==> src/rtl/if_fetch.sv <==
// if_fetch: PC generation and credit-limited instruction fetch over req/gnt/rvalid,
// with an in-order queue toward if_id and jump flush that drops stale responses.
module if_fetch #(
    parameter logic [31:0] RESET_PC = 32'h0000_0000,
    parameter int unsigned DEPTH    = 2,
    parameter logic [31:0] NOP_INST = 32'h0000_0013
) (
    input  logic        clk,
    input  logic        rst,
    input  logic        jump_en_i,
    input  logic [31:0] jump_addr_i,
    output logic        imem_req_o,
    output logic [31:0] imem_addr_o,
    input  logic        imem_gnt_i,
    input  logic        imem_rvalid_i,
    input  logic [31:0] imem_rdata_i,
    output logic        inst_valid_o,
    input  logic        id_ready_i,
    output logic [31:0] inst_o,
    output logic [31:0] inst_addr_o
);
    localparam int CW = $clog2(DEPTH + 1);
    localparam int PW = $clog2(DEPTH);

    logic [31:0]   pc_q, pc_d, resp_pc_q, resp_pc_d, jump_pc;
    logic [CW-1:0] inflight_q, inflight_d, drop_q, drop_d, count_q, count_d;
    logic [PW-1:0] rptr_q, rptr_d, wptr_q, wptr_d;
    logic [31:0]   inst_mem_q [DEPTH];
    logic [31:0]   addr_mem_q [DEPTH];
    logic [CW:0]   credit;
    logic          pop, push, grant, drop_now;

    assign jump_pc      = {jump_addr_i[31:2], 2'b00};
    assign inst_valid_o = !jump_en_i && count_q != '0;
    assign pop          = inst_valid_o && id_ready_i;
    // Doomed in-flight requests still hold a slot, so the queue can never overflow.
    assign credit       = {1'b0, inflight_q} + {1'b0, count_q} - {{CW{1'b0}}, pop};
    assign imem_req_o   = !rst && !jump_en_i && credit < (CW + 1)'(DEPTH);
    assign imem_addr_o  = pc_q;
    assign grant        = imem_req_o && imem_gnt_i;
    assign drop_now     = drop_q != '0;
    assign push         = imem_rvalid_i && !jump_en_i && !drop_now;
    assign inst_o       = inst_valid_o ? inst_mem_q[rptr_q] : NOP_INST;
    assign inst_addr_o  = inst_valid_o ? addr_mem_q[rptr_q] : resp_pc_q;

    always_comb begin
        inflight_d = inflight_q + CW'(grant) - CW'(imem_rvalid_i);
        drop_d     = jump_en_i ? inflight_q - CW'(imem_rvalid_i) : drop_q - CW'(imem_rvalid_i && drop_now);
        count_d    = jump_en_i ? '0 : count_q + CW'(push) - CW'(pop);
        rptr_d     = jump_en_i ? '0 : rptr_q + PW'(pop);
        wptr_d     = jump_en_i ? '0 : wptr_q + PW'(push);
        pc_d       = jump_en_i ? jump_pc : pc_q + (grant ? 32'd4 : 32'd0);
        resp_pc_d  = jump_en_i ? jump_pc : resp_pc_q + (push ? 32'd4 : 32'd0);
    end

    always_ff @(posedge clk or posedge rst) begin
        if (rst) begin
            pc_q       <= RESET_PC;
            resp_pc_q  <= RESET_PC;
            inflight_q <= '0;
            drop_q     <= '0;
            count_q    <= '0;
            rptr_q     <= '0;
            wptr_q     <= '0;
        end else begin
            pc_q       <= pc_d;
            resp_pc_q  <= resp_pc_d;
            inflight_q <= inflight_d;
            drop_q     <= drop_d;
            count_q    <= count_d;
            rptr_q     <= rptr_d;
            wptr_q     <= wptr_d;
        end
    end

    always_ff @(posedge clk) begin
        if (push) begin
            inst_mem_q[wptr_q] <= imem_rdata_i;
            addr_mem_q[wptr_q] <= resp_pc_q;
        end
    end
endmodule

==> config.mk <==
export PLATFORM = sky130hd
export DESIGN_NAME = if_fetch
export DESIGN_NICKNAME = d
export VERILOG_FILES = /design/src/rtl/if_fetch.sv
export SDC_FILE = /design/constraint.sdc
export NUM_CORES = 1
export LEC_CHECK = 0
export ABC_AREA = 1
export ABC_CLOCK_PERIOD_IN_PS = 3500
export CORE_MARGIN = 4
export CORE_UTILIZATION = 40
export DETAILED_ROUTE_END_ITERATION = 10
export GPL_ROUTABILITY_DRIVEN = 1
export PLACE_DENSITY_LB_ADDON = 0.05
export SKIP_CTS_REPAIR_TIMING = 1
export SYNTH_ARGS = -nofsm -noshare
export SYNTH_HDL_FRONTEND = slang
export SYNTH_SLANG_ARGS = --single-unit
==> constraint.sdc <==
create_clock -name clk -period 3.5 [get_ports clk]
set_input_delay 0.7 -clock clk [delete_from_list [all_inputs] [get_ports clk]]
set_output_delay 0.7 -clock clk [all_outputs]
set_load 0.1 [all_outputs]
==> results of run 1 <==
worst register-to-register path: cells and delay by family (launching register included):
family	cells	cell delay, ns
compound gates	1	0.19
fa+ha+maj	3	0.86
buf+inv	5	0.43
flops	1	0.36
simple gates	11	1.25
worst max path at each step:
stage               depth (start not counted)        from         endpoint
floorplan                                  22   jump_en_i  imem_addr_o[14]
global placement                           19   jump_en_i  imem_addr_o[26]
detailed placement                         19   jump_en_i  imem_addr_o[28]
CTS                                         6   jump_en_i  inst_addr_o[28]
global route                               13  count_q[0]       imem_req_o
finish                                     13  count_q[0]       imem_req_o
final cells by class:
class	count	area, µm²	area share
Timing Repair Buffer	184	2400	0.187
Multi-Input combinational cell	735	3620	0.282
Sequential cell	192	5430	0.423
Tap cell	313	392	0.0306
Inverter	98	375	0.0293
Clock inverter	15	181	0.0142
Clock buffer	17	425	0.0332
state kept, by name (all words and copies together) (netlist names):
| name | flops |
|---|---|
| wptr_q | 1 |
| inflight_q | 2 |
| resp_pc_q | 30 |
| drop_q | 2 |
| inst_mem_q | 64 |
| count_q | 2 |
| rptr_q | 1 |
| addr_mem_q | 60 |
| imem_addr_o | 30 |
through the flow:
step / util / cell area [µm²] / total power [µW] / setup TNS (ns)
after global routing: 0.563 / 12800 / 8170 / 0
after CTS: 0.562 / 12800 / 7900 / -3.09
final: 0.563 / 12800 / 7830 / 0
after detailed placement: 0.535 / 12200 / 5910 / -8.44
after floorplan: - / 9610 / 4860 / -8.78
after global placement: 0.535 / 12200 / 5890 / -6.21
report_power, final:
group	internal [µW]	total, µW	switching [µW]
Sequential	2630	2780	150
Clock	1130	1980	849
Combinational	969	3070	2100
metal layers:
metal  part of all wire  track usage
met1               0.48        0.250
met4              0.015       0.0497
met3              0.044       0.0339
met5                  0            0
met2               0.46        0.277
cells in the final DEF (no fill, tap or decap), drive strengths merged, types with 6 or more instances in the layout:
master / n
buf: 116
o21bai: 6
nand2: 429
o22ai: 7
inv: 100
xor2: 6
a21oi: 7
dfrtp: 68
edfxtp: 124
nand3: 66
nor2: 131
a31oi: 30
clkbuf: 17
ha: 14
o21ai: 20
clkdlybuf4s50: 66
logic make-up (layout without fill, tap and decap cells):
kind of cell / after synthesis / count (layout) / synth area share
fa+ha+maj: 15 / 15 / 0.0209
compound gates: 70 / 70 / 0.0445
simple gates: 635 / 635 / 0.283
mux: 1 / 1 / 0.00107
other cells: 1 / 4 / 0.000402
flops: 192 / 192 / 0.582
buf+inv: 137 / 314 / 0.0586
xor+xnor: 10 / 10 / 0.00939
==> flow_summary_export.csv, run 1 <==
group,metric,value,unit
critical_path,endpoint_kind,"primary output",
critical_path,cp_common_cell,"inv_2",
grt,overflow,0,
pwr,p_per_area,611,nW/µm²
logic_synthesis,yosysTopAreaCell,"edfxtp_1",
cells_and_area,n_fill_cell,2024,
logic_synthesis,synth_area_per_cell,8.79,µm²
critical_path,critical_path.max_stage_delay,0.36,ns
critical_path,cp.arrival,2.64,ns
floorplanning,die_y,161,µm
cells_and_area,syn_to_final_growth,37.4,%
logic_synthesis,yosys_register_bits,192,
place,dpl.cell_count,1520,
worst_hold_path,worstHoldPathCells,1,
clock_tree,cts_root_buf,"clkbuf_16",
critical_path,ff2ff_path_depth,20,
cells_and_area,fin_nets,1313,
worst_hold_path,min_to,"inflight_q[0]",
cells_and_area,instances_no_fill,1554,
critical_path,criticalPathCategory,"flop to primary output",
detailed_routing,post_drt_wl_per_cell,14.5,µm
floorplanning,fp.dieW,161,µm
critical_path,cp_cell_sequence,"inv_2, a21oi_4, nand2_4, inv_2, ha_4, or2_4, fa_2, xnor2_1, inv_1, nand4_1, clkinvlp_4, buf_4, buf_12",
clock_tree,clock_sinks,192,
critical_path,start_kind,"flop",
timing,setup_slack,0.157,ns
grt,grt_pass1_vias,6970,
timing,max_freq,299,MHz
detailed_routing,post-route-drc-count,0,
logic_synthesis,syn_area,9330,µm²
worst_hold_path,min_from,"inflight_q[0]",
timing,finalSetupViolCount,0,
clock_tree,cts_made_buffers,17,
clock_tree,cts_tree,"built",
floorplanning,core_area,22800,µm²
timing,rsz0062_at_grt,"false",
status,status,"completed",
timing,holdWs,0.517,ns
critical_path,critical_path.top_delay_family,"buffers and inverters",
cells_and_area,post_route_cells_drive_above_1_share,0.184,
timing,drv_slew,0,
floorplanning,initial_core_util,0.409,
grt,grt_pass1_wl,36.2,mm
logic_synthesis,synthMostInstantiatedCell,"nand2_1",
grt,grtUsageTotal,0.176,
detailed_routing,ant_nets,0,
place,portBuffers,161,
clock_tree,clk_latency,0.42,ns
timing,min_period_over_period,0.955,
grt,antenna_found_initial,0,
timing,hold_viol,0,
clock_tree,clockBufferDepth,2,
logic_synthesis,ys_seq_area_frac,0.582,
logic_synthesis,synth_top_area_share,0.399,
detailed_routing,drt_first_iter_violations,418,
logic_synthesis,synth_cell_types,34,
place,place_ws,-0.293,ns
place,place.gp.congestion,0.846,
pwr,peakVddDrop,0.271,mV
logic_synthesis,ys.flop_type,"edfxtp_1",
floorplanning,ioPinCount,168,
timing,tightest_slew,0.967,ns
critical_path,r2r-start,"count_q[0]",
detailed_routing,vias_per_cell,4.69,
clock_tree,htreeDepth,4,
critical_path,cp.required,2.80,ns
timing,fin_skew,0.0115,ns
logic_synthesis,synth_area_leaders,"edfxtp_1 (40%), dfrtp_1 (18%), nand2_1 (17%)",
floorplanning,std_cell_rows,55,
clock_tree,clk_pin_slew,0.07,ns
detailed_routing,first_pass_iters,5,
detailed_routing,vias,7287,
worst_hold_path,hold_path.class,"flop to flop",
critical_path,cp.buffers_inverters,6,
critical_path,critPathMaxFanout,2,
place,dpl.hpwl,15.7,mm
critical_path,r2r-end,"imem_addr_o[28]",
logic_synthesis,synth_warnings,0,
logic_synthesis,synth_edf_count,124,
logic_synthesis,postSynthCellCount,1061,
run,drv_cap,0,
pwr,p_leak,0.00551,µW
critical_path,crit_slowest_cell,"dfrtp_1",
critical_path,reg2reg_slack,0.34,ns
timing,maxSlewHeadroom,0.354,
cells_and_area,diodes,0,
timing,period_minus_slack,3.34,ns
logic_synthesis,synth_commonest_cells,"nand2_1 (418), edfxtp_1 (124), nor2_1 (107)",
floorplanning,die_area,25800,µm²
detailed_routing,routed_wirelength,22.6,mm
grt,grt_start_max_net_pins,94,
logic_synthesis,async_flop_share,0.354,
Note: power is estimated with default switching activity, not from simulation.
==> run 2: changes to the inputs <==
CORE_MARGIN = not set   (was 4)
MAX_ROUTING_LAYER = met4   (was not set)
==> flow_summary_export.csv, run 2 (synthesis results as in run 1) <==
group,metric,value,unit
place,dpl.hpwl,15.8,mm
clock_tree,cts_root_buf,"clkbuf_16",
grt,grt_pass1_vias,6969,
timing,tightest_slew,0.960,ns
cells_and_area,diodes,0,
timing,max_freq,297,MHz
detailed_routing,ant_nets,0,
cells_and_area,post_route_cells_drive_above_1_share,0.181,
floorplanning,fp.dieW,155,µm
detailed_routing,first_pass_iters,5,
timing,setup_tns,0,ns
critical_path,start_kind,"flop",
floorplanning,die_area,23900,µm²
clock_tree,clock_sinks,192,
grt,gr-usage-met3,0.0305,
pwr,p_leak,0.00549,µW
timing,period_minus_slack,3.37,ns
critical_path,critPathMaxFanout,3,
clock_tree,clk_pin_slew,0.07,ns
cells_and_area,fin_nets,1313,
detailed_routing,post_drt_wl_per_cell,14.4,µm
clock_tree,clockBufferDepth,2,
timing,hold_viol,0,
run,drv_cap,0,
worst_hold_path,hold_path.class,"flop to flop",
cells_and_area,mostFrequentLayoutCells,"nand2_1 (416), edfxtp_1 (124), nor2_1 (107)",
pwr,seqPwrFrac,0.358,
cells_and_area,finish.utilization,0.561,
timing,drv_slew,0,
pwr,p_per_area,607,nW/µm²
critical_path,endpoint_kind,"primary output",
clock_tree,htreeDepth,4,
place,place_area,12200,µm²
timing,maxSlewHeadroom,0.358,
pwr,peakVddDrop,0.274,mV
status,status,"completed",
floorplanning,ioPinCount,168,
grt,grt_pass1_wl,36.4,mm
critical_path,criticalPathCategory,"flop to primary output",
grt,grt-busiest-layer,"met2",
place,portBuffers,161,
critical_path,cp.arrival,2.67,ns
clock_tree,cts_tree,"built",
critical_path,cp.required,2.80,ns
timing,fin_skew,0.0128,ns
grt,grt_start_max_net_pins,69,
detailed_routing,post-route-drc-count,0,
cells_and_area,syn_to_final_growth,37.0,%
floorplanning,core_area,22800,µm²
place,place_ws,-0.332,ns
detailed_routing,vias,7401,
cells_and_area,largestRegisters,"inst_mem_q x64, addr_mem_q x60",
floorplanning,std_cell_rows,55,
detailed_routing,drt_first_iter_violations,378,
grt,grt_use_met2,0.314,
floorplanning,initial_core_util,0.409,
timing,setup_slack,0.132,ns
clock_tree,cts_made_buffers,17,
cells_and_area,largest_reg_flops,64,
grt,overflow,0,
pwr,internal_power,4670,µW
clock_tree,clk_latency,0.43,ns
pwr,p_sw_frac,0.398,
cells_and_area,layout_commonest_cell,"nand2_1",
detailed_routing,vias_per_cell,4.76,
floorplanning,die_y,155,µm
grt,grtUsageTotal,0.203,
detailed_routing,routed_wirelength,22.4,mm
pwr,netSwitchingPower,3090,µW
pwr,combPwrFrac,0.399,
pwr,clkPwrFrac,0.242,
cells_and_area,max_flop_register,"inst_mem_q",
timing,finalSetupViolCount,0,
grt,use_met1,0.281,
cells_and_area,final_area,12800,µm²
grt,antenna_found_initial,0,
timing,min_period_over_period,0.962,
place,place.gp.congestion,0.851,
[run 2: cell types whose count changed in the layout (fill, tap and decap cells not counted)]
cell        change
clkbuf_1        +1
buf_4           +1
clkinv_1        +2
xnor2_1         -1
clkinvlp_2      -2
inv_1           +1
buf_6           -1
inv_8           -1
inv_6           -2
bufinv_16       -1
xnor2_2         +1
clkinvlp_4      +2
[run 2: area by class of cell]
type | count | area (µm²)
Fill cell | 1997 | 10000
Sequential cell | 192 | 5430
Multi-Input combinational cell | 735 | 3620
Timing Repair Buffer | 184 | 2390
Clock buffer | 18 | 429
Tap cell | 313 | 392
Inverter | 98 | 375
Clock inverter | 14 | 139
[run 2: final timing paths]
kind,startpoint,endpoint,slack [ns],cells after the start
min in group asynchronous,rst,inflight_q[0],0.92,3
hold reg to reg,inflight_q[0],inflight_q[0],0.51,1
setup reg to reg,count_q[0],imem_addr_o[28],0.31,22
hold / removal,inflight_q[0],inflight_q[0],0.51,1
setup / recovery,count_q[0],imem_req_o,0.13,13
max in group asynchronous,rst,rptr_q,1.95,3
[run 2: stage by stage]
stage | power [µW] | hold slack (ns) | cells
3_3_place_gp | 5890 | 0.489 | 1520
3_5_place_dp | 5920 | 0.500 | 1520
2_1_floorplan | 4860 | 0.471 | 1064
6_report | 7750 | 0.511 | 1554
5_1_grt | 8100 | 0.549 | 1554
4_1_cts | 7820 | 0.516 | 1552
[run 2: metal layers]
metal / vias to the layer above / wire (µm)
met5: - / 0
met4: 0 / 263
met3: 18 / 927
met2: 218 / 10500
met1: 3433 / 10800
li1: 3732 / -
[run 2: worst max-delay path: stages, from the launching register on]
cell,delay [ns]
dfrtp_1,0.36
inv_2,0.07
a21oi_4,0.18
nand2_4,0.07
inv_2,0.07
ha_4,0.19
or2_4,0.22
fa_2,0.36
xnor2_2,0.15
inv_1,0.05
nand4_1,0.11
clkinvlp_4,0.10
buf_4,0.14
buf_12,0.15
[run 2: power by group through the flow]
stage | sequential [µW] | clock (µW) | combinational [µW]
finish | 2780 | 1880 | 3100
global route | 2800 | 2020 | 3270
CTS | 2780 | 1930 | 3100
detailed placement | 2820 | 0 | 3100
global placement | 2820 | 0 | 3070
floorplan | 3020 | 0 | 1830
==> run 3: changes to the inputs <==
GPL_TIMING_DRIVEN = 0   (was not set)
REMOVE_ABC_BUFFERS = 1   (was not set)
==> flow_summary_export.csv, run 3 (synthesis results as in run 1) <==
group,metric,value,unit
place,dpl.hpwl,15.5,mm
cells_and_area,largestRegisters,"inst_mem_q x64, addr_mem_q x60",
pwr,p_per_area,615,nW/µm²
cells_and_area,diodes,0,
clock_tree,clk_pin_slew,0.08,ns
clock_tree,clk_latency,0.43,ns
cells_and_area,largest_reg_flops,64,
place,place_ws,-1.94,ns
place,portBuffers,161,
critical_path,ff2ff_path_depth,22,
grt,grt_pass1_wl,36.3,mm
detailed_routing,vias_per_cell,4.75,
detailed_routing,post-route-drc-count,0,
floorplanning,ioPinCount,168,
timing,maxSlewHeadroom,0.327,
floorplanning,die_y,155,µm
detailed_routing,first_pass_iters,5,
pwr,combPwrFrac,0.346,
critical_path,start_kind,"input pin",
clock_tree,cts_made_buffers,17,
cells_and_area,syn_to_final_growth,26.6,%
status,violations,"setup timing",
detailed_routing,ant_nets,0,
cells_and_area,seqCellArea,5430,µm²
grt,grtUsageTotal,0.203,
floorplanning,initial_core_util,0.409,
grt,overflow,0,
timing,fin_skew,0.0149,ns
detailed_routing,vias,7343,
clock_tree,clock_sinks,192,
pwr,clkPwrFrac,0.267,
cells_and_area,multiInputGateArea,3470,µm²
worst_hold_path,hold_path.class,"flop to flop",
clock_tree,cts_root_buf,"clkbuf_16",
critical_path,reg2reg_slack,0.18,ns
cells_and_area,fin_nets,1306,
timing,drv_slew,0,
timing,finalSetupViolCount,1,
pwr,netSwitchingPower,3030,µW
floorplanning,fp.dieW,155,µm
pwr,seqPwrFrac,0.386,
pwr,peakVddDrop,0.280,mV
critical_path,cp.arrival,2.83,ns
timing,hold_viol,0,
floorplanning,std_cell_rows,55,
run,drv_cap,0,
cells_and_area,post_route_cells_drive_above_1_share,0.132,
timing,tightest_slew,1.01,ns
critical_path,criticalPathCategory,"input pin to primary output",
detailed_routing,post_drt_wl_per_cell,14.9,µm
pwr,internal_power,4230,µW
critical_path,cp.required,2.80,ns
pwr,p_sw_frac,0.417,
critical_path,r2r-end,"imem_addr_o[22]",
cells_and_area,layout_commonest_cell,"nand2_1",
cells_and_area,n_fill_cell,2178,
detailed_routing,drt_first_iter_violations,369,
pwr,p_leak,0.00517,µW
grt,grt_pass1_vias,6992,
critical_path,critPathMaxFanout,3,
worst_hold_path,worstHoldPathCells,1,
worst_hold_path,min_from,"inflight_q[0]",
timing,period_minus_slack,3.53,ns
clock_tree,htreeDepth,4,
floorplanning,core_area,22800,µm²
timing,setup_slack,-0.0321,ns
critical_path,endpoint_kind,"primary output",
status,status,"complete, but fails checks",
timing,min_period_over_period,1.01,
grt,antenna_found_initial,0,
worst_hold_path,min_to,"inflight_q[0]",
floorplanning,die_area,23900,µm²
timing,setup_tns,-0.0321,ns
cells_and_area,mostFrequentLayoutCells,"nand2_1 (416), edfxtp_1 (124), nor2_1 (107)",
clock_tree,clockBufferDepth,2,
timing,rsz0062_at_grt,"true",
critical_path,r2r-start,"count_q[0]",
place,place.gp.congestion,0.826,
timing,max_freq,283,MHz
cells_and_area,max_flop_register,"inst_mem_q",
clock_tree,cts_tree,"built",
detailed_routing,routed_wirelength,23.1,mm
grt,grt_start_max_net_pins,63,
## run 3: cell count changes in the layout (fill, tap and decap cells not counted), moves of 3 or more
cell	delta
clkdlybuf4s50_1	+30
a31oi_1	+27
buf_12	-62
dlymetal6s2s_1	+3
buf_4	-40
clkbuf_2	+58
a31oi_2	-27
## run 3: through the flow
| step | hold WS, ns | utilization | std cells | power (µW) | instance area (µm²) |
|---|---|---|---|---|---|
| after global placement | 0.491 | 0.490 | 1499 | 5420 | 11200 |
| after floorplan | 0.471 | - | 1025 | 4740 | 9160 |
| final | 0.508 | 0.518 | 1547 | 7260 | 11800 |
| after global routing | 0.515 | 0.518 | 1547 | 7590 | 11800 |
| after detailed placement | 0.494 | 0.498 | 1506 | 5460 | 11300 |
| after CTS | 0.512 | 0.524 | 1538 | 7410 | 11900 |
## run 3: worst max-delay path, cell delays in order
cell and delay, ns:
clkdlybuf4s50_1 0.47, nand2_2 0.07, inv_2 0.07, ha_1 0.22, or2_4 0.26, fa_2 0.38
xnor2_1 0.13, inv_1 0.05, nand4_1 0.11, inv_2 0.09, buf_4 0.28
## run 3: layout make-up
class / instances / area share
clock buffer: 17 / 0.0360
clock inverter: 15 / 0.0135
inverter: 98 / 0.0320
multi-input combinational: 736 / 0.294
sequential: 192 / 0.460
tap: 313 / 0.0332
timing repair buffer: 176 / 0.131
## run 3: metal layers
metal | share of wire | track usage
met1 | 0.49 | 0.270
met2 | 0.46 | 0.324
met3 | 0.038 | 0.0289
met4 | 0.012 | 0.0594
met5 | 0 | -
## run 3: how the worst max path moves through the flow
| stage | start | to | slack (ns) | cells after the start |
|---|---|---|---|---|
| finish | id_ready_i | imem_req_o | -0.03 | 11 |
| global route | id_ready_i | imem_req_o | -0.14 | 11 |
| CTS | jump_en_i | imem_req_o | -1.95 | 12 |
| detailed placement | jump_en_i | imem_req_o | -1.94 | 12 |
| global placement | jump_en_i | imem_req_o | -5.82 | 12 |
| floorplan | jump_en_i | imem_addr_o[13] | -3.37 | 20 |
## run 3: power groups by stage
stage,sequential (µW),clock (µW),combinational [µW]
CTS,2800,1990,2620
global placement,2880,0,2540
floorplan,3050,0,1690
finish,2800,1940,2510
global route,2830,2080,2680
detailed placement,2840,0,2620
